`config.mk`:
```
export PLATFORM = sky130hd
export DESIGN_NAME = cpu8_prog_sequencer_flat
export DESIGN_NICKNAME = d
export VERILOG_FILES = /design/src/rtl/cpu8_pkg.sv /design/src/rtl/cpu8_prog_sequencer_if.sv /design/src/rtl/cpu8_prog_mem.sv /design/src/rtl/cpu8_prog_sequencer.sv /design/src/flat_wrapper.sv
export SDC_FILE = /design/constraint.sdc
export NUM_CORES = 1
export LEC_CHECK = 0
export ABC_CLOCK_PERIOD_IN_PS = 10900
export CELL_PAD_IN_SITES_DETAIL_PLACEMENT = 0
export CELL_PAD_IN_SITES_GLOBAL_PLACEMENT = 1
export CORE_ASPECT_RATIO = 1.75
export CORE_MARGIN = 3
export CORE_UTILIZATION = 35
export CTS_CLUSTER_SIZE = 30
export DETAILED_ROUTE_END_ITERATION = 7
export PLACE_DENSITY_LB_ADDON = 0.3
export RECOVER_POWER = 100
export SYNTH_ARGS = -nofsm -noshare
export SYNTH_HDL_FRONTEND = slang
export SYNTH_SLANG_ARGS = --single-unit
```
`constraint.sdc`:
```
create_clock -name clk -period 10.9 [get_ports clk]
set_input_delay 3.27 -clock clk [delete_from_list [all_inputs] [get_ports clk]]
set_output_delay 3.27 -clock clk [all_outputs]
set_load 0.02 [all_outputs]
```
`src/rtl/cpu8_pkg.sv`:
```
// cpu8_pkg: shared definitions for the 8-bit accumulator CPU instruction path.
//   INSN_W       instruction byte width; opcode in [3:0], operand in [7:4]
//   OP_*         opcode values
//   state_t      program sequencer FSM states
//   is_ctrl()    true for opcodes the sequencer consumes itself (JMP, HALT)
package cpu8_pkg;

    localparam int INSN_W = 8;

    localparam logic [3:0] OP_NOP  = 4'h0;
    localparam logic [3:0] OP_ADD  = 4'h1;
    localparam logic [3:0] OP_SUB  = 4'h2;
    localparam logic [3:0] OP_AND  = 4'h3;
    localparam logic [3:0] OP_OR   = 4'h4;
    localparam logic [3:0] OP_NOT  = 4'h5;
    localparam logic [3:0] OP_JMP  = 4'h6;
    localparam logic [3:0] OP_HALT = 4'h7;

    typedef enum logic [1:0] {
        IDLE = 2'd0,
        RUN  = 2'd1,
        DONE = 2'd2
    } state_t;

    function automatic logic is_ctrl(input logic [3:0] op);
        return (op == OP_JMP) || (op == OP_HALT);
    endfunction

endpackage

```
`src/rtl/cpu8_prog_sequencer_if.sv`:
```
// cpu8_prog_sequencer_if: program-load port and instruction output of the
// program sequencer.
//   load_valid / load_data / load_ready : serial program load
//   insn_out / insn_valid               : instruction bytes to the CPU stage
// Modports: slave = sequencer side, master = loader / CPU-stage side.
//
// Handshake: a load byte transfers on a rising clk edge where load_valid and
// load_ready are both high and the sequencer's ena is high; load_valid and
// load_data must hold until that edge. insn_valid has no back-pressure: the
// CPU stage takes insn_out on every enabled edge where insn_valid is high.
interface cpu8_prog_sequencer_if;
    import cpu8_pkg::*;

    logic              load_valid;
    logic [INSN_W-1:0] load_data;
    logic              load_ready;
    logic [INSN_W-1:0] insn_out;
    logic              insn_valid;

    modport master (
        output load_valid,
        output load_data,
        input  load_ready,
        input  insn_out,
        input  insn_valid
    );

    modport slave (
        input  load_valid,
        input  load_data,
        output load_ready,
        output insn_out,
        output insn_valid
    );

endinterface

```
`src/rtl/cpu8_prog_mem.sv`:
```
// cpu8_prog_mem: DEPTH x 8 program store; synchronous write, asynchronous read.
// Contents are not reset.
//   clk    clock
//   we     write enable
//   waddr  write address
//   wdata  write byte
//   raddr  read address
//   rdata  read byte (combinational)
module cpu8_prog_mem #(
    parameter int DEPTH  = 16,
    parameter int ADDR_W = $clog2(DEPTH)
) (
    input  logic              clk,
    input  logic              we,
    input  logic [ADDR_W-1:0] waddr,
    input  logic [7:0]        wdata,
    input  logic [ADDR_W-1:0] raddr,
    output logic [7:0]        rdata
);

    logic [7:0] mem [DEPTH];

    always_ff @(posedge clk) begin
        if (we) begin
            mem[waddr] <= wdata;
        end
    end

    assign rdata = mem[raddr];

endmodule

```
`src/rtl/cpu8_prog_sequencer.sv`:
```
// cpu8_prog_sequencer: stores a short program loaded over a valid/ready port
// and replays it, one byte per enabled cycle, to the CPU stage. JMP and HALT
// are executed here; every other byte is forwarded unchanged.
//   clk, rst_n  clock, asynchronous active-low reset
//   ena         global enable; all state and outputs hold while low
//   clr         empty the program (IDLE/DONE only)
//   start       run from pc 0 (IDLE/DONE)
//   stop        abort RUN, back to IDLE
//   bus         load port and instruction output (slave modport)
//   pc          current fetch address
//   busy, done  state == RUN, state == DONE
//   err         sticky: illegal jump target or loop limit
//   fsm_state   raw FSM state for observation
// Build option: define CPU8_SEQ_LOOP_LIMIT_EN to add an 8-bit fetch counter
// that forces DONE with err once 255 fetches have been made in one run.
module cpu8_prog_sequencer
    import cpu8_pkg::*;
#(
    parameter int DEPTH  = 16,
    parameter int ADDR_W = $clog2(DEPTH)
) (
    input  logic                    clk,
    input  logic                    rst_n,
    input  logic                    ena,
    input  logic                    clr,
    input  logic                    start,
    input  logic                    stop,
    cpu8_prog_sequencer_if.slave    bus,
    output logic [ADDR_W-1:0]       pc,
    output logic                    busy,
    output logic                    done,
    output logic                    err,
    output state_t                  fsm_state
);

    // len needs one extra bit so a full memory (len == DEPTH) is representable.
    localparam logic [ADDR_W:0]   LEN_MAX = (ADDR_W + 1)'(DEPTH);
    localparam logic [ADDR_W:0]   LEN_ONE = (ADDR_W + 1)'(1);
    localparam logic [ADDR_W-1:0] PTR_ONE = ADDR_W'(1);

    state_t              state_q, state_d;
    logic [ADDR_W-1:0]   pc_q, pc_d;
    logic [ADDR_W-1:0]   wptr_q, wptr_d;
    logic [ADDR_W:0]     len_q, len_d;
    logic [INSN_W-1:0]   out_q, out_d;
    logic                vld_q, vld_d;
    logic                err_q, err_d;
    logic                mem_we;
    logic                load_ready;
    logic                limit_hit;
    logic [INSN_W-1:0]   fetch;
    logic [3:0]          op;
    logic [3:0]          tgt;
    logic                last;

`ifdef CPU8_SEQ_LOOP_LIMIT_EN
    logic [7:0] cnt_q, cnt_d;
    assign limit_hit = (cnt_q == 8'hFF);
`else
    assign limit_hit = 1'b0;
`endif

    cpu8_prog_mem #(
        .DEPTH  (DEPTH),
        .ADDR_W (ADDR_W)
    ) u_mem (
        .clk   (clk),
        .we    (mem_we && ena),
        .waddr (wptr_q),
        .wdata (bus.load_data),
        .raddr (pc_q),
        .rdata (fetch)
    );

    assign op         = fetch[3:0];
    assign tgt        = fetch[7:4];
    assign last       = ({1'b0, pc_q} == (len_q - LEN_ONE));
    assign load_ready = (state_q == IDLE) && (len_q < LEN_MAX);

    always_comb begin
        state_d = state_q;
        pc_d    = pc_q;
        wptr_d  = wptr_q;
        len_d   = len_q;
        out_d   = out_q;
        vld_d   = vld_q;
        err_d   = err_q;
        mem_we  = 1'b0;
`ifdef CPU8_SEQ_LOOP_LIMIT_EN
        cnt_d   = cnt_q;
`endif
        case (state_q)
            IDLE: begin
                out_d = '0;
                vld_d = 1'b0;
                if (clr) begin
                    wptr_d = '0;
                    len_d  = '0;
                    err_d  = 1'b0;
                end else begin
                    if (bus.load_valid && load_ready) begin
                        mem_we = 1'b1;
                        wptr_d = wptr_q + PTR_ONE;
                        len_d  = len_q + LEN_ONE;
                    end
                    // len_d already counts a byte accepted on this same edge.
                    if (start) begin
                        err_d   = 1'b0;
                        pc_d    = '0;
                        state_d = (len_d == '0) ? DONE : RUN;
`ifdef CPU8_SEQ_LOOP_LIMIT_EN
                        cnt_d   = '0;
`endif
                    end
                end
            end
            RUN: begin
                if (stop) begin
                    state_d = IDLE;
                    out_d   = '0;
                    vld_d   = 1'b0;
                    pc_d    = '0;
                end else if (limit_hit) begin
                    state_d = DONE;
                    err_d   = 1'b1;
                    out_d   = '0;
                    vld_d   = 1'b0;
                end else begin
`ifdef CPU8_SEQ_LOOP_LIMIT_EN
                    cnt_d = cnt_q + 8'd1;
`endif
                    if (op == OP_JMP) begin
                        out_d = '0;
                        vld_d = 1'b0;
                        if (int'(tgt) < int'(len_q)) begin
                            pc_d = tgt[ADDR_W-1:0];
                        end else begin
                            err_d   = 1'b1;
                            state_d = DONE;
                        end
                    end else if (op == OP_HALT) begin
                        out_d   = '0;
                        vld_d   = 1'b0;
                        state_d = DONE;
                    end else begin
                        out_d = fetch;
                        vld_d = 1'b1;
                        if (last) begin
                            state_d = DONE;
                        end else begin
                            pc_d = pc_q + PTR_ONE;
                        end
                    end
                end
            end
            DONE: begin
                out_d = '0;
                vld_d = 1'b0;
                if (clr) begin
                    state_d = IDLE;
                    wptr_d  = '0;
                    len_d   = '0;
                    err_d   = 1'b0;
                    pc_d    = '0;
                end else if (stop) begin
                    state_d = IDLE;
                    pc_d    = '0;
                end else if (start) begin
                    err_d   = 1'b0;
                    pc_d    = '0;
                    state_d = (len_q == '0) ? DONE : RUN;
`ifdef CPU8_SEQ_LOOP_LIMIT_EN
                    cnt_d   = '0;
`endif
                end
            end
            default: begin
                state_d = IDLE;
            end
        endcase
    end

    always_ff @(posedge clk or negedge rst_n) begin
        if (!rst_n) begin
            state_q <= IDLE;
            pc_q    <= '0;
            wptr_q  <= '0;
            len_q   <= '0;
            out_q   <= '0;
            vld_q   <= 1'b0;
            err_q   <= 1'b0;
        end else if (ena) begin
            state_q <= state_d;
            pc_q    <= pc_d;
            wptr_q  <= wptr_d;
            len_q   <= len_d;
            out_q   <= out_d;
            vld_q   <= vld_d;
            err_q   <= err_d;
        end
    end

`ifdef CPU8_SEQ_LOOP_LIMIT_EN
    always_ff @(posedge clk or negedge rst_n) begin
        if (!rst_n) begin
            cnt_q <= '0;
        end else if (ena) begin
            cnt_q <= cnt_d;
        end
    end
`endif

    assign bus.load_ready = load_ready;
    assign bus.insn_out   = out_q;
    assign bus.insn_valid = vld_q;
    assign pc             = pc_q;
    assign busy           = (state_q == RUN);
    assign done           = (state_q == DONE);
    assign err            = err_q;
    assign fsm_state      = state_q;

endmodule

```
`src/flat_wrapper.sv`:
```
// flat-port wrapper written by rule: the top's interface ports become plain ports
module cpu8_prog_sequencer_flat import cpu8_pkg::*;
#(
    parameter int DEPTH  = 16,
    parameter int ADDR_W = $clog2(DEPTH)
)
  (clk, rst_n, ena, clr, start, stop, pc, busy, done, err, fsm_state, bus_load_valid, bus_load_data, bus_load_ready, bus_insn_out, bus_insn_valid);
  cpu8_prog_sequencer_if bus_i ();
  input  logic clk;
  input  logic rst_n;
  input  logic ena;
  input  logic clr;
  input  logic start;
  input  logic stop;
  output logic [ADDR_W-1:0] pc;
  output logic busy;
  output logic done;
  output logic err;
  output state_t fsm_state;
  input wire logic [$bits(bus_i.load_valid)-1:0] bus_load_valid;
  input wire logic [$bits(bus_i.load_data)-1:0] bus_load_data;
  output wire logic [$bits(bus_i.load_ready)-1:0] bus_load_ready;
  output wire logic [$bits(bus_i.insn_out)-1:0] bus_insn_out;
  output wire logic [$bits(bus_i.insn_valid)-1:0] bus_insn_valid;
  assign bus_i.load_valid = bus_load_valid;
  assign bus_i.load_data = bus_load_data;
  assign bus_load_ready = bus_i.load_ready;
  assign bus_insn_out = bus_i.insn_out;
  assign bus_insn_valid = bus_i.insn_valid;
  cpu8_prog_sequencer #(.DEPTH(DEPTH), .ADDR_W(ADDR_W)) u_core (.clk(clk), .rst_n(rst_n), .ena(ena), .clr(clr), .start(start), .stop(stop), .bus(bus_i), .pc(pc), .busy(busy), .done(done), .err(err), .fsm_state(fsm_state));
endmodule
```
==> results of run 1 <==
==> worst max-delay path by stage <==
stage / from / endpoint / slack (ps)
2_1_floorplan: bus_load_valid / u_core.u_mem.mem[0][0] / 5960
3_3_place_gp: bus_load_valid / u_core.u_mem.mem[3][1] / 5090
3_5_place_dp: bus_load_valid / u_core.u_mem.mem[0][5] / 5040
4_1_cts: u_core.fsm_state[0] / bus_load_ready / 5440
5_1_grt: u_core.pc[0] / pc[0] / 3670
6_report: u_core.pc[0] / pc[0] / 4020
==> cell type report <==
cell class	count	area share, %
inverter	9	0.430
timing repair buffer	36	4.35
multi-input combinational	222	27.1
clock buffer	18	5.47
clock inverter	14	1.91
sequential	153	56.9
tap	238	3.79
==> per-layer routing <==
metal | routed length (um) | up-vias | share of wire (%)
li1 | - | 1700 | -
met1 | 5260 | 1854 | 34
met2 | 9040 | 84 | 59
met3 | 398 | 23 | 2.6
met4 | 654 | 0 | 4.3
met5 | 0 | - | 0
==> sequential cells by signal (all words and copies together) (netlist names) <==
register / cells
u_core.wptr_q: 4
u_core.err: 1
u_core.fsm_state: 2
u_core.pc: 4
u_core.len_q: 5
u_core.bus.insn_valid: 1
u_core.u_mem.mem: 128
u_core.bus.insn_out: 8
==> worst max-delay path: cells and delay by family, from the launching register on <==
family	cells	cell delay, ps
flops	1	340
buf+inv	2	2860
==> cell usage after synthesis, types with 2 or more instances <==
cell type / instances
sky130_fd_sc_hd__mux4_1: 22
sky130_fd_sc_hd__inv_1: 9
sky130_fd_sc_hd__a22o_1: 9
sky130_fd_sc_hd__mux2_1: 2
sky130_fd_sc_hd__o31ai_1: 2
sky130_fd_sc_hd__and3_1: 2
sky130_fd_sc_hd__nand2b_1: 6
sky130_fd_sc_hd__dfrtp_1: 25
sky130_fd_sc_hd__xnor2_1: 5
sky130_fd_sc_hd__a22oi_1: 8
sky130_fd_sc_hd__nand4_1: 2
sky130_fd_sc_hd__nand3_1: 9
sky130_fd_sc_hd__o22ai_1: 2
sky130_fd_sc_hd__nor2b_1: 8
sky130_fd_sc_hd__a21oi_1: 12
sky130_fd_sc_hd__nor2_1: 23
sky130_fd_sc_hd__nand2_1: 22
sky130_fd_sc_hd__clkbuf_1: 12
sky130_fd_sc_hd__buf_2: 5
sky130_fd_sc_hd__a32o_1: 5
sky130_fd_sc_hd__and3b_1: 2
sky130_fd_sc_hd__a41oi_1: 3
sky130_fd_sc_hd__and2_1: 2
sky130_fd_sc_hd__nor3_1: 7
sky130_fd_sc_hd__buf_1: 3
sky130_fd_sc_hd__o211ai_1: 3
sky130_fd_sc_hd__mux2_2: 3
sky130_fd_sc_hd__mux4_2: 13
sky130_fd_sc_hd__ha_1: 14
sky130_fd_sc_hd__o21ai_0: 12
sky130_fd_sc_hd__nand3b_1: 2
sky130_fd_sc_hd__buf_12: 2
sky130_fd_sc_hd__edfxtp_1: 128
==> report_power, final <==
group / internal, mW / switching [mW] / total [mW]
sequential: 0.659 / 0.0267 / 0.686
combinational: 0.136 / 0.176 / 0.312
clock: 0.338 / 0.231 / 0.569
total: 1.13 / 0.434 / 1.57
==> cells by family (layout without fill, tap and decap cells) <==
family | Yosys count | count (layout) | share of synthesized area (%)
xor+xnor | 6 | 6 | 0.777
fa+ha+maj | 14 | 14 | 2.59
mux | 40 | 40 | 13.7
buf+inv | 32 | 77 | 2.46
simple gates | 94 | 94 | 7.07
compound gates | 68 | 68 | 7.31
flops | 153 | 153 | 66.1
==> impl_summary.md, run 1 <==
Logic synthesis
Synthesis handed over a netlist of 407 instances. Among all flip-flop cells after synthesis, the most frequent one is sky130_fd_sc_hd__edfxtp_1. In this run, synthesis produced a sequential element count of 153.

When the netlist entered floorplanning its net count stood at 436. Sequential elements use 66.1% of the synthesized area. The synthesized netlist contains 56 unique library cells. The share of the synthesized area in the top cell type is 56.8%. In this run the mean area of a mapped cell was 16.6 sq um. By area the synthesized netlist is led by sky130_fd_sc_hd__edfxtp_1 (57%), sky130_fd_sc_hd__dfrtp_1 (9.3%), sky130_fd_sc_hd__mux4_1 (8.5%). sky130_fd_sc_hd__edfxtp_1 takes more of the synthesized area than any other cell. In this run the cell area of the synthesized design comes to 6760 sq um. After synthesis, the share of flip-flops with an asynchronous set or reset is 16.3%.

The number of flops mapped to enable cells by yosys is 128. During synthesis, Yosys emitted a total of 0 warnings.

Clock network
In this run the post-CTS setup repair buffer count came out at 0. The later pin in the worst-skew pair is clocked with a latency of 420 ps. CTS saw 153 sinks. The clock transition at the register clock pins on the worst setup and hold paths after CTS is 60 ps. TritonCTS built the clock tree. In this run the deepest clock path goes through 2 buffers.

In this run, post-CTS repair resized a total of 0 instances. The number of hold buffers added after CTS was 0. Counting the buffers created by CTS gives 17. In this run the number of H-tree levels came out at 4. The master cell of the clock root buffer is sky130_fd_sc_hd__clkbuf_16.

Timing
Across the routed clock network, the largest skew measured is 7.83 ps. Setup violations remaining at the end of the flow were counted as 0. The setup TNS is 0 ps. The worst setup margin is 4020 ps.

Setup repair after global routing left no endpoint under its margin. Based on the critical path, the design can be clocked at up to 145 MHz. The worst-case hold slack is 477 ps. For the finished layout, the period the worst path requires is 6880 ps. In the finished design, the share of the clock period the worst path needs comes to 63.1%.

The number of max-slew violations in the final report came to 77. Headroom to the max-slew limit came out at -81.8%. The number of endpoints with negative hold slack in the final report came to 0. For the pin with the worst max-slew slack, the measured transition is 2730 ps.

Min path
The tightest min-delay check is of the flop to flop type. The worst hold path terminates at u_core.bus.insn_valid. Counting instances, the worst hold path has a depth of 1. The start point of the worst hold path is u_core.bus.insn_valid.

Global routing
The number of global-route vias before repair came to 4002. Global routing consumed, on the met1 layer, 15.0% of the routing resources. The global-route wire length before repair is 24.1 mm.

The total overflow left after global routing is 0. Global routing used 3.02% of the available met3 tracks. The met2 global-route usage is 30.4%. The initial antenna violation count is 0. For this run, the total global-route usage over all layers was measured as 15.5%. The largest net degree at the start of global routing is 39.

In this run the most used layer during global routing was met2.

Critical path
The delay of the slowest cell on the worst path is 1930 ps. The endpoint kind of the worst setup timing path is an output port. The element type at the critical path start is a flop. Across all register-to-register paths, the minimum setup slack is 5370 ps. Along the worst path, the maximum fanout reaches 38. The start-to-end type of the worst setup path is flop to output port. The required time of the critical path is 7630 ps. The signal on the critical path passes through clkbuf_1 -> clkdlybuf4s50_1.

STA puts the critical path data arrival time at 3610 ps. On the critical path, the stage with the largest delay is an instance of sky130_fd_sc_hd__clkbuf_1. The source of the worst register-to-register timing path is u_core.pc[0].

The terminus of the critical flop-to-flop path is u_core.fsm_state[1]. The depth of the worst register-to-register path is 11.

Placed design
The placed instance area is 7280 sq um. At the end of routability-driven placement, the weighted congestion stood at 0.801. The number of buffers added on ports is 33.

The pre-CTS setup slack is 5040 ps. The detailed-placement wirelength estimate is 11.0 mm. The number of placed cells counting well taps is 658.

Detailed routing
After detailed routing, the number of vias per cell comes to 5.31. The post-detailed-route count of antenna-violating nets is 0. For this block, the via count after detailed routing is 3661. The detailed-route DRC error count is 0. The detailed router finished its first iteration with 199 violations. The per-cell routed wire length is 22.3 um. The pre-antenna-repair detailed-routing pass consisted of 4 iterations. The routed wire length is 15.4 mm.

Floorplanning
The number of I/O pins is 34. Once the floorplan was initialized, standard cells occupied 36.1% of the core. The die is 190 um tall. The chip width is 111 um. After floorplanning, the core was divided into 66 placement rows.

The floorplan die area is 21100 sq um. In this run the standard cell core region covers 18700 sq um.

Final layout
After routing the design area is 7850 sq um. 0 antenna diodes ended up in the layout. Summing all multi-input logic gate instances after layout gives 2130 sq um. The area growth from synthesis to layout is 16.1%.

In the final design database the tool counted 468 nets. The library cell used most frequently in the layout, excluding fill and tap cells, is sky130_fd_sc_hd__edfxtp_1. The final core area utilization is 41.9%. The flip-flop and latch area is 4470 sq um.

The share of cells above drive strength 1 is 11.1%. The number of filler instances in the final layout is 1649. Leaving out filler cells and counting taps, the final layout contains 690. The library cells used most frequently in the layout, excluding fill and tap cells, are sky130_fd_sc_hd__edfxtp_1 (128), sky130_fd_sc_hd__dlygate4sd3_1 (29), sky130_fd_sc_hd__dfrtp_1 (24), sky130_fd_sc_hd__nor2_1 (23).

Outcome
The final reports fail on capacitance limit, slew limit. The flow ran to the end, but the final reports show violations.

Pwr
The worst supply voltage drop on vdd is 0.109 mV. The post-layout total power is 1.57 mW. Power spread over the standard cell area amounts to 200 nW/um^2. The analysis attributes to cell leakage a power of 2.66 nW.

Flow run
The number of maximum-capacitance violations is 2.
Power figures use the tool's default switching activity.
==> inputs of run 2 (changes only) <==
Settings changed: ABC_CLOCK_PERIOD_IN_PS 10900 to 7100.
Clock period 10.9 ns to 7.1 ns, I/O delays scaled along.
==> impl_summary.md, run 2 (synthesis results as in run 1) <==
Outcome
Result of the run: finished, violations left (unchanged). Violations in the final reports: capacitance limit, slew limit (unchanged).

Clock network
The total CTS buffers was 17 (unchanged). The number of setup buffers added after CTS is 0 (unchanged). The number of sinks on the clock net was 153 (unchanged). The CTS tree is yes (unchanged). The number of H-tree levels came to 4 (unchanged).

The maximum buffer depth of the clock tree is 2 (unchanged). The master cell of the clock root buffer is sky130_fd_sc_hd__clkbuf_16 (unchanged). The insertion delay of the later-clocked pin in the worst-skew pair is 410 ps (was 420 ps). The hold buffer count at cts is 0 (unchanged). The clock transition at the register clock pins on the worst setup and hold paths after CTS came to 60 ps (about the same). The count of cells resized by post-cts repair is 0 (unchanged).

Critical path
The buffer and inverter count on the worst path is 1 (was 2). The start-to-end type of the worst setup path is flop to flop (was flop to output port). The biggest fanout along the worst timing path is 26 (was 38). The highest-delay cell along the critical path is sky130_fd_sc_hd__dfrtp_1 (was sky130_fd_sc_hd__clkbuf_1). Critical Path, Cell by Cell: clkbuf_1 -> mux4_1 -> mux4_2 -> ha_1 -> a21oi_1 -> nor2_1 -> o31a_1 -> o41a_1 -> o22ai_1 -> a21oi_1 -> mux2_1 (was clkbuf_1 -> clkdlybuf4s50_1).

The required time of the critical path was 7390 ps (was 7630 ps). The delay of the slowest cell on the worst path is 1240 ps (was 1930 ps). The endpoint kind of the worst setup timing path is a flop (was output port).

The arrival time of the worst setup path is 5480 ps (was 3610 ps). The critical path's top delay family is multiplexers (was buffers and inverters). The element type at the critical path start is a flop (unchanged). By instance count, the cell type seen most on the critical path is sky130_fd_sc_hd__a21oi_1.

Timing
The worst clock skew is 8.94 ps (was 7.83 ps). Setup repair after global routing missed its margin: no (unchanged). The clock period minus final worst setup slack is 5180 ps. The number of max-slew violations in the final report is 26 (was 77). The worst setup margin came to 1920 ps (was 4020 ps).

The setup TNS is 0 ps (unchanged). The total of endpoints with negative setup slack in the final report is 0 (unchanged). The highest clock frequency the design can meet is 193 MHz.

The headroom to the max-slew limit is -2.05% (was -81.8%). The slew at the pin closest to its max-slew limit came to 1530 ps (was 2730 ps). The post-route clock period utilization is 73.0%. The number of endpoints with negative hold slack in the final report was 0 (unchanged).

Final layout
Most used cells in the layout excluding fill and tap cells: sky130_fd_sc_hd__edfxtp_1 (128), sky130_fd_sc_hd__dlygate4sd3_1 (31), sky130_fd_sc_hd__dfrtp_1 (25), sky130_fd_sc_hd__nor2_1 (23) (was sky130_fd_sc_hd__edfxtp_1 (128), sky130_fd_sc_hd__dlygate4sd3_1 (29), sky130_fd_sc_hd__dfrtp_1 (24), sky130_fd_sc_hd__nor2_1 (23)). The final cell count without fillers came to 690 (unchanged). The number of diodes added for antenna fixing came to 0 (unchanged).

The number of filler instances in the final layout came to 1648 (was 1649). The final core area utilization is 41.8% (was 41.9%). The largest register by flop count is u_core.u_mem.mem (unchanged). The synthesis-to-finish area growth is 16.0% (was 16.1%). The share of cells above drive strength 1 is 10.6% (was 11.1%). The most common library cell in the layout ignoring fill and taps is sky130_fd_sc_hd__edfxtp_1 (unchanged).

The final design area excluding fillers is 7840 sq um (was 7850 sq um). The layout net count is 468 (unchanged). The number of flip-flops under the largest register name is 128 (unchanged).

Placed design
The pre-CTS setup slack is 2260 ps (was 5040 ps). The final weighted congestion in routability-driven placement is 0.806 (was 0.801). The number of placed cells counting well taps is 658 (unchanged). The number of buffers added on ports was 33 (unchanged). The detailed-placement wirelength estimate is 11.3 mm (was 11.0 mm). The placed instance area is 7280 sq um (unchanged).

Floorplanning
The initial core utilization was 36.1% (unchanged). The floorplan row count came to 66 (unchanged). The chip width was 111 um (unchanged). The chip height is 190 um (unchanged). The number of I/O pins is 34 (unchanged). The core footprint was 18700 sq um (unchanged). The floorplan die area is 21100 sq um (unchanged).

Global routing
The global-route wire length before repair came to 24.0 mm (was 24.1 mm). The global-route total usage across every layer is 15.4% (was 15.5%). The largest net degree at the start of global routing came to 35 (was 39). The initial antenna violation count is 0 (unchanged). The number of global-route vias before repair came to 3973 (was 4002).

The residual overflow from global routing was 0 (unchanged).

Pwr
The share of total power in the clock network is 36.4% (was 36.3%). The static power due to leakage was 2.69 nW (was 2.66 nW). The switching component of the power is 665 uW (was 434 uW). The worst supply voltage drop on vdd is 0.145 mV (was 0.109 mV). The switching share of power is 27.7% (about the same). The logic gate share of total power is 19.1% (was 19.9%). The power density relative to cell area is 306 nW/um^2 (was 200 nW/um^2). The part of the total power dissipated in sequential elements is 44.5% (was 43.8%). The internal power of the cells is 1.73 mW (was 1.13 mW).

Min path
The worst min-delay path class is flop to flop (unchanged).

Detailed routing
The detailed-route DRC error count was 0 (unchanged). The per-cell routed wire length is 22.4 um (was 22.3 um). The detailed-router iteration count before antenna repair is 4 (unchanged). The per-cell via count in the routed design is 5.36 (was 5.31).

The post-detailed-route count of antenna-violating nets came to 0 (unchanged). The number of DRC markers after the initial detailed-route iteration is 242 (was 199). The routed wire length is 15.4 mm (about the same). The detailed-route via count was 3701 (was 3661).

Flow run
The number of maximum-capacitance violations is 1 (was 2).
## run 2: final timing paths
path                                        from                     to  slack (ps)  cells after the start
max                                 u_core.pc[0]    u_core.fsm_state[1]        1920                     11
min                        u_core.bus.insn_valid  u_core.bus.insn_valid         480                      1
max reg2reg                         u_core.pc[0]    u_core.fsm_state[1]        1920                     11
min reg2reg                u_core.bus.insn_valid  u_core.bus.insn_valid         480                      1
max in group asynchronous                  rst_n       u_core.wptr_q[1]        3580                      2
min in group asynchronous                  rst_n        u_core.len_q[0]        2620                      2
## run 2: power by group through the flow
| stage | clock network [mW] | logic (mW) | registers [mW] |
|---|---|---|---|
| finish | 0.872 | 0.459 | 1.07 |
| global route | 0.933 | 0.496 | 1.08 |
| CTS | 0.893 | 0.479 | 1.07 |
| detailed placement | 0 | 0.476 | 1.09 |
| global placement | 0 | 0.474 | 1.09 |
| floorplan | 0 | 0.318 | 1.08 |
## run 2: layout make-up
class | count | area (sq um) | share of cell area [%]
clock buffer | 18 | 429 | 5.47
clock inverter | 14 | 148 | 1.88
inverter | 9 | 33.8 | 0.431
multi-input combinational | 222 | 2120 | 27.0
sequential | 153 | 4470 | 57.0
tap | 238 | 298 | 3.80
timing repair buffer | 36 | 345 | 4.40
## run 2: metrics by stage
stage          power (mW)  hold WS [ps]
2_1_floorplan        1.40           520
3_3_place_gp         1.56           465
4_1_cts              2.44           491
6_report             2.40           480
3_5_place_dp         1.56           476
5_1_grt              2.51           504
## run 2: routing by layer
metal | track usage, % | routed length, um
met5 | 0 | 0
met4 | 6.89 | 472
met3 | 2.93 | 351
met1 | 15.2 | 5410
met2 | 30.6 | 9210
==> inputs of run 3 (changes only) <==
Settings changed: ABC_CLOCK_PERIOD_IN_PS 7100 to 4300.
Clock period 7.1 ns to 4.3 ns, I/O delays scaled along.
==> impl_summary.md, run 3 (synthesis results as in run 1) <==
Clock network
The clock transition at the register clock pins on the worst setup and hold paths after CTS is 60 ps (about the same). The maximum buffer depth of the clock tree is 2 (unchanged). The insertion delay of the later-clocked pin in the worst-skew pair is 420 ps (was 410 ps). The number of setup buffers added after CTS came to 0 (unchanged). The number of H-tree levels is 4 (unchanged). The total CTS buffers is 17 (unchanged).

The count of cells resized by post-cts repair came to 0 (unchanged). The hold buffer count at cts is 0 (unchanged). The master cell of the clock root buffer is sky130_fd_sc_hd__clkbuf_16 (unchanged).

The CTS tree is yes (unchanged). The number of sinks on the clock net is 153 (unchanged).

Floorplanning
The floorplan die area is 21100 sq um (unchanged). The initial core utilization is 36.1% (unchanged). The chip height came to 190 um (unchanged). The core footprint is 18700 sq um (unchanged). The chip width came to 111 um (unchanged). The floorplan row count came to 66 (unchanged).

The number of I/O pins came to 34 (unchanged).

Critical path
The critical path's top delay family is buffers and inverters (was multiplexers). The required time of the critical path is 3010 ps (was 7390 ps). The worst setup path startpoint is u_core.pc[1] (was u_core.pc[0]). The buffer and inverter count on the worst path came to 2 (was 1). The biggest fanout along the worst timing path is 24 (was 26). The start-to-end type of the worst setup path is flop to output port (was flop to flop). The highest-delay cell along the critical path is sky130_fd_sc_hd__dfrtp_1 (unchanged). The element type at the critical path start is a flop (unchanged). The endpoint kind of the worst setup timing path is an output port (was flop).

The arrival time of the worst setup path is 2500 ps (was 5480 ps). The source of the worst register-to-register timing path is u_core.pc[1] (was u_core.pc[0]). The delay of the slowest cell on the worst path came to 750 ps (was 1240 ps). Critical Path, Cell by Cell: clkbuf_2 -> clkdlybuf4s50_1 (was clkbuf_1 -> mux4_1 -> mux4_2 -> ha_1 -> a21oi_1 -> nor2_1 -> o31a_1 -> o41a_1 -> o22ai_1 -> a21oi_1 -> mux2_1).

Timing
The total of endpoints with negative setup slack in the final report is 0 (unchanged). The number of max-slew violations in the final report came to 0 (was 26). Setup repair after global routing missed its margin: no (unchanged). Counting I/O delays and the setup requirement, the final critical path takes 3790 ps. The setup TNS came to 0 ps (unchanged). Of the available clock period, the critical path in the final layout requires 88.2%. Based on the critical path, the design can be clocked at up to 264 MHz. The headroom to the max-slew limit was 45.7% (was -2.05%).

The worst clock skew is 7.99 ps (was 8.94 ps). The slew at the pin closest to its max-slew limit is 812 ps (was 1530 ps). The number of endpoints with negative hold slack in the final report is 0 (unchanged).

Detailed routing
The per-cell via count in the routed design is 5.39 (was 5.36). The number of DRC markers after the initial detailed-route iteration is 292 (was 242). The detailed-route DRC error count is 0 (unchanged).

The routed wire length is 14.9 mm (was 15.4 mm). The detailed-router iteration count before antenna repair came to 4 (unchanged). The detailed-route via count came to 3813 (was 3701). The post-detailed-route count of antenna-violating nets came to 0 (unchanged). The per-cell routed wire length is 21.1 um (was 22.4 um).

Final layout
The final design area excluding fillers came to 7920 sq um (was 7840 sq um). The number of filler instances in the final layout was 1643 (was 1648). The synthesis-to-finish area growth came to 17.2% (was 16.0%). The share of cells above drive strength 1 is 10.9% (was 10.6%).

The layout net count was 486 (was 468). The largest register by flop count is u_core.u_mem.mem (unchanged). The number of flip-flops under the largest register name is 128 (unchanged). The most common library cell in the layout ignoring fill and taps is sky130_fd_sc_hd__edfxtp_1 (unchanged). The number of diodes added for antenna fixing was 0 (unchanged). The flip-flop and latch area is 4470 sq um (about the same). The area of combinational cells with multiple inputs is 2120 sq um (unchanged). Most used cells in the layout excluding fill and tap cells: sky130_fd_sc_hd__edfxtp_1 (128), sky130_fd_sc_hd__dlygate4sd3_1 (29), sky130_fd_sc_hd__dfrtp_1 (24), sky130_fd_sc_hd__nor2_1 (23) (was sky130_fd_sc_hd__edfxtp_1 (128), sky130_fd_sc_hd__dlygate4sd3_1 (31), sky130_fd_sc_hd__dfrtp_1 (25), sky130_fd_sc_hd__nor2_1 (23)).

Pwr
The worst supply voltage drop on vdd is 0.289 mV (was 0.145 mV). The post-layout total power is 3.93 mW (was 2.40 mW). The static power due to leakage came to 2.71 nW (was 2.69 nW).

The power density relative to cell area is 497 nW/um^2 (was 306 nW/um^2).

Flow run
The number of maximum-capacitance violations is 0 (was 1).

Global routing
The residual overflow from global routing is 0 (unchanged). The number of global-route vias before repair came to 3980 (was 3973). The global-route total usage across every layer came to 14.8% (was 15.4%). The global-route wire length before repair came to 23.3 mm (was 24.0 mm). The initial antenna violation count was 0 (unchanged).

The largest net degree at the start of global routing was 26 (was 35).

Placed design
The placed instance area is 7420 sq um (was 7280 sq um). The final weighted congestion in routability-driven placement is 0.790 (was 0.806). The number of buffers added on ports was 33 (unchanged). The detailed-placement wirelength estimate was 10.8 mm (was 11.3 mm).

Min path
The start point of the worst hold path is u_core.err (was u_core.bus.insn_valid). The worst min-delay path class is flop to flop (unchanged).

Outcome
Result of the run: finished, final reports clean (was finished, violations left).
## run 3: cell types whose count changed in the layout (fill, tap and decap cells not counted), moves of 2 or more
cell                              previous run  this run
sky130_fd_sc_hd__buf_4                       1         3
sky130_fd_sc_hd__clkinvlp_4                  1         3
sky130_fd_sc_hd__clkbuf_8                    0         2
sky130_fd_sc_hd__clkbuf_1                    3        20
sky130_fd_sc_hd__clkdlybuf4s50_1             2         4
sky130_fd_sc_hd__dlygate4sd3_1              31        29
sky130_fd_sc_hd__clkinv_4                    5         1
## run 3: layout make-up
class,count,share of cell area [%]
clock buffers,23,6.17
well taps,238,3.76
multi-input cells,222,26.8
repair buffers,54,5.32
flip-flops and latches,153,56.4
clock inverters,9,1.12
inverters,9,0.426
## run 3: final timing paths
path / to / slack, ps / cells past startpoint
setup / recovery: pc[1] / 510 / 2
hold / removal: u_core.err / 480 / 1
setup reg to reg: u_core.pc[2] / 580 / 8
hold reg to reg: u_core.err / 480 / 1
max in group asynchronous: u_core.bus.insn_out[3] / 1910 / 2
min in group asynchronous: u_core.wptr_q[3] / 1410 / 1
## run 3: per-layer routing
layer | GRT usage, % | routed length (um) | share of wire, % | vias up
met4 | 7.63 | 606 | 4.1 | 0
met2 | 27.8 | 8500 | 57 | 94
met5 | 0 | 0 | 0 | -
li1 | - | - | - | 1745
met3 | 2.71 | 403 | 2.7 | 37
met1 | 15.5 | 5410 | 36 | 1937
## run 3: report_power, final
| group | internal (mW) | switching [mW] | leakage [nW] |
|---|---|---|---|
| Combinational | 0.340 | 0.412 | 0.942 |
| Clock | 0.864 | 0.565 | 0.275 |
| Sequential | 1.67 | 0.0818 | 1.49 |
| Total | 2.87 | 1.06 | 2.71 |
## run 3: metrics by stage
| stage | hold slack, ps | cells | worst slack, ps | utilization (%) |
|---|---|---|---|---|
| 2_1_floorplan | 520 | 407 | 513 | - |
| 3_3_place_gp | 465 | 676 | 704 | 39.6 |
| 3_5_place_dp | 478 | 676 | 616 | 39.6 |
| 4_1_cts | 492 | 708 | 606 | 42.7 |
| 5_1_grt | 500 | 708 | 329 | 42.3 |
| 6_report | 483 | 708 | 505 | 42.3 |
## run 3: worst reg2reg max path: stages, from the launching register on
cell	delay (ps)
sky130_fd_sc_hd__dfrtp_1	750
sky130_fd_sc_hd__clkbuf_2	600
sky130_fd_sc_hd__mux4_1	400
sky130_fd_sc_hd__a22o_1	240
sky130_fd_sc_hd__a221o_1	280
sky130_fd_sc_hd__nand4bb_1	490
sky130_fd_sc_hd__o221ai_1	490
sky130_fd_sc_hd__o211ai_1	150
sky130_fd_sc_hd__a32o_1	220
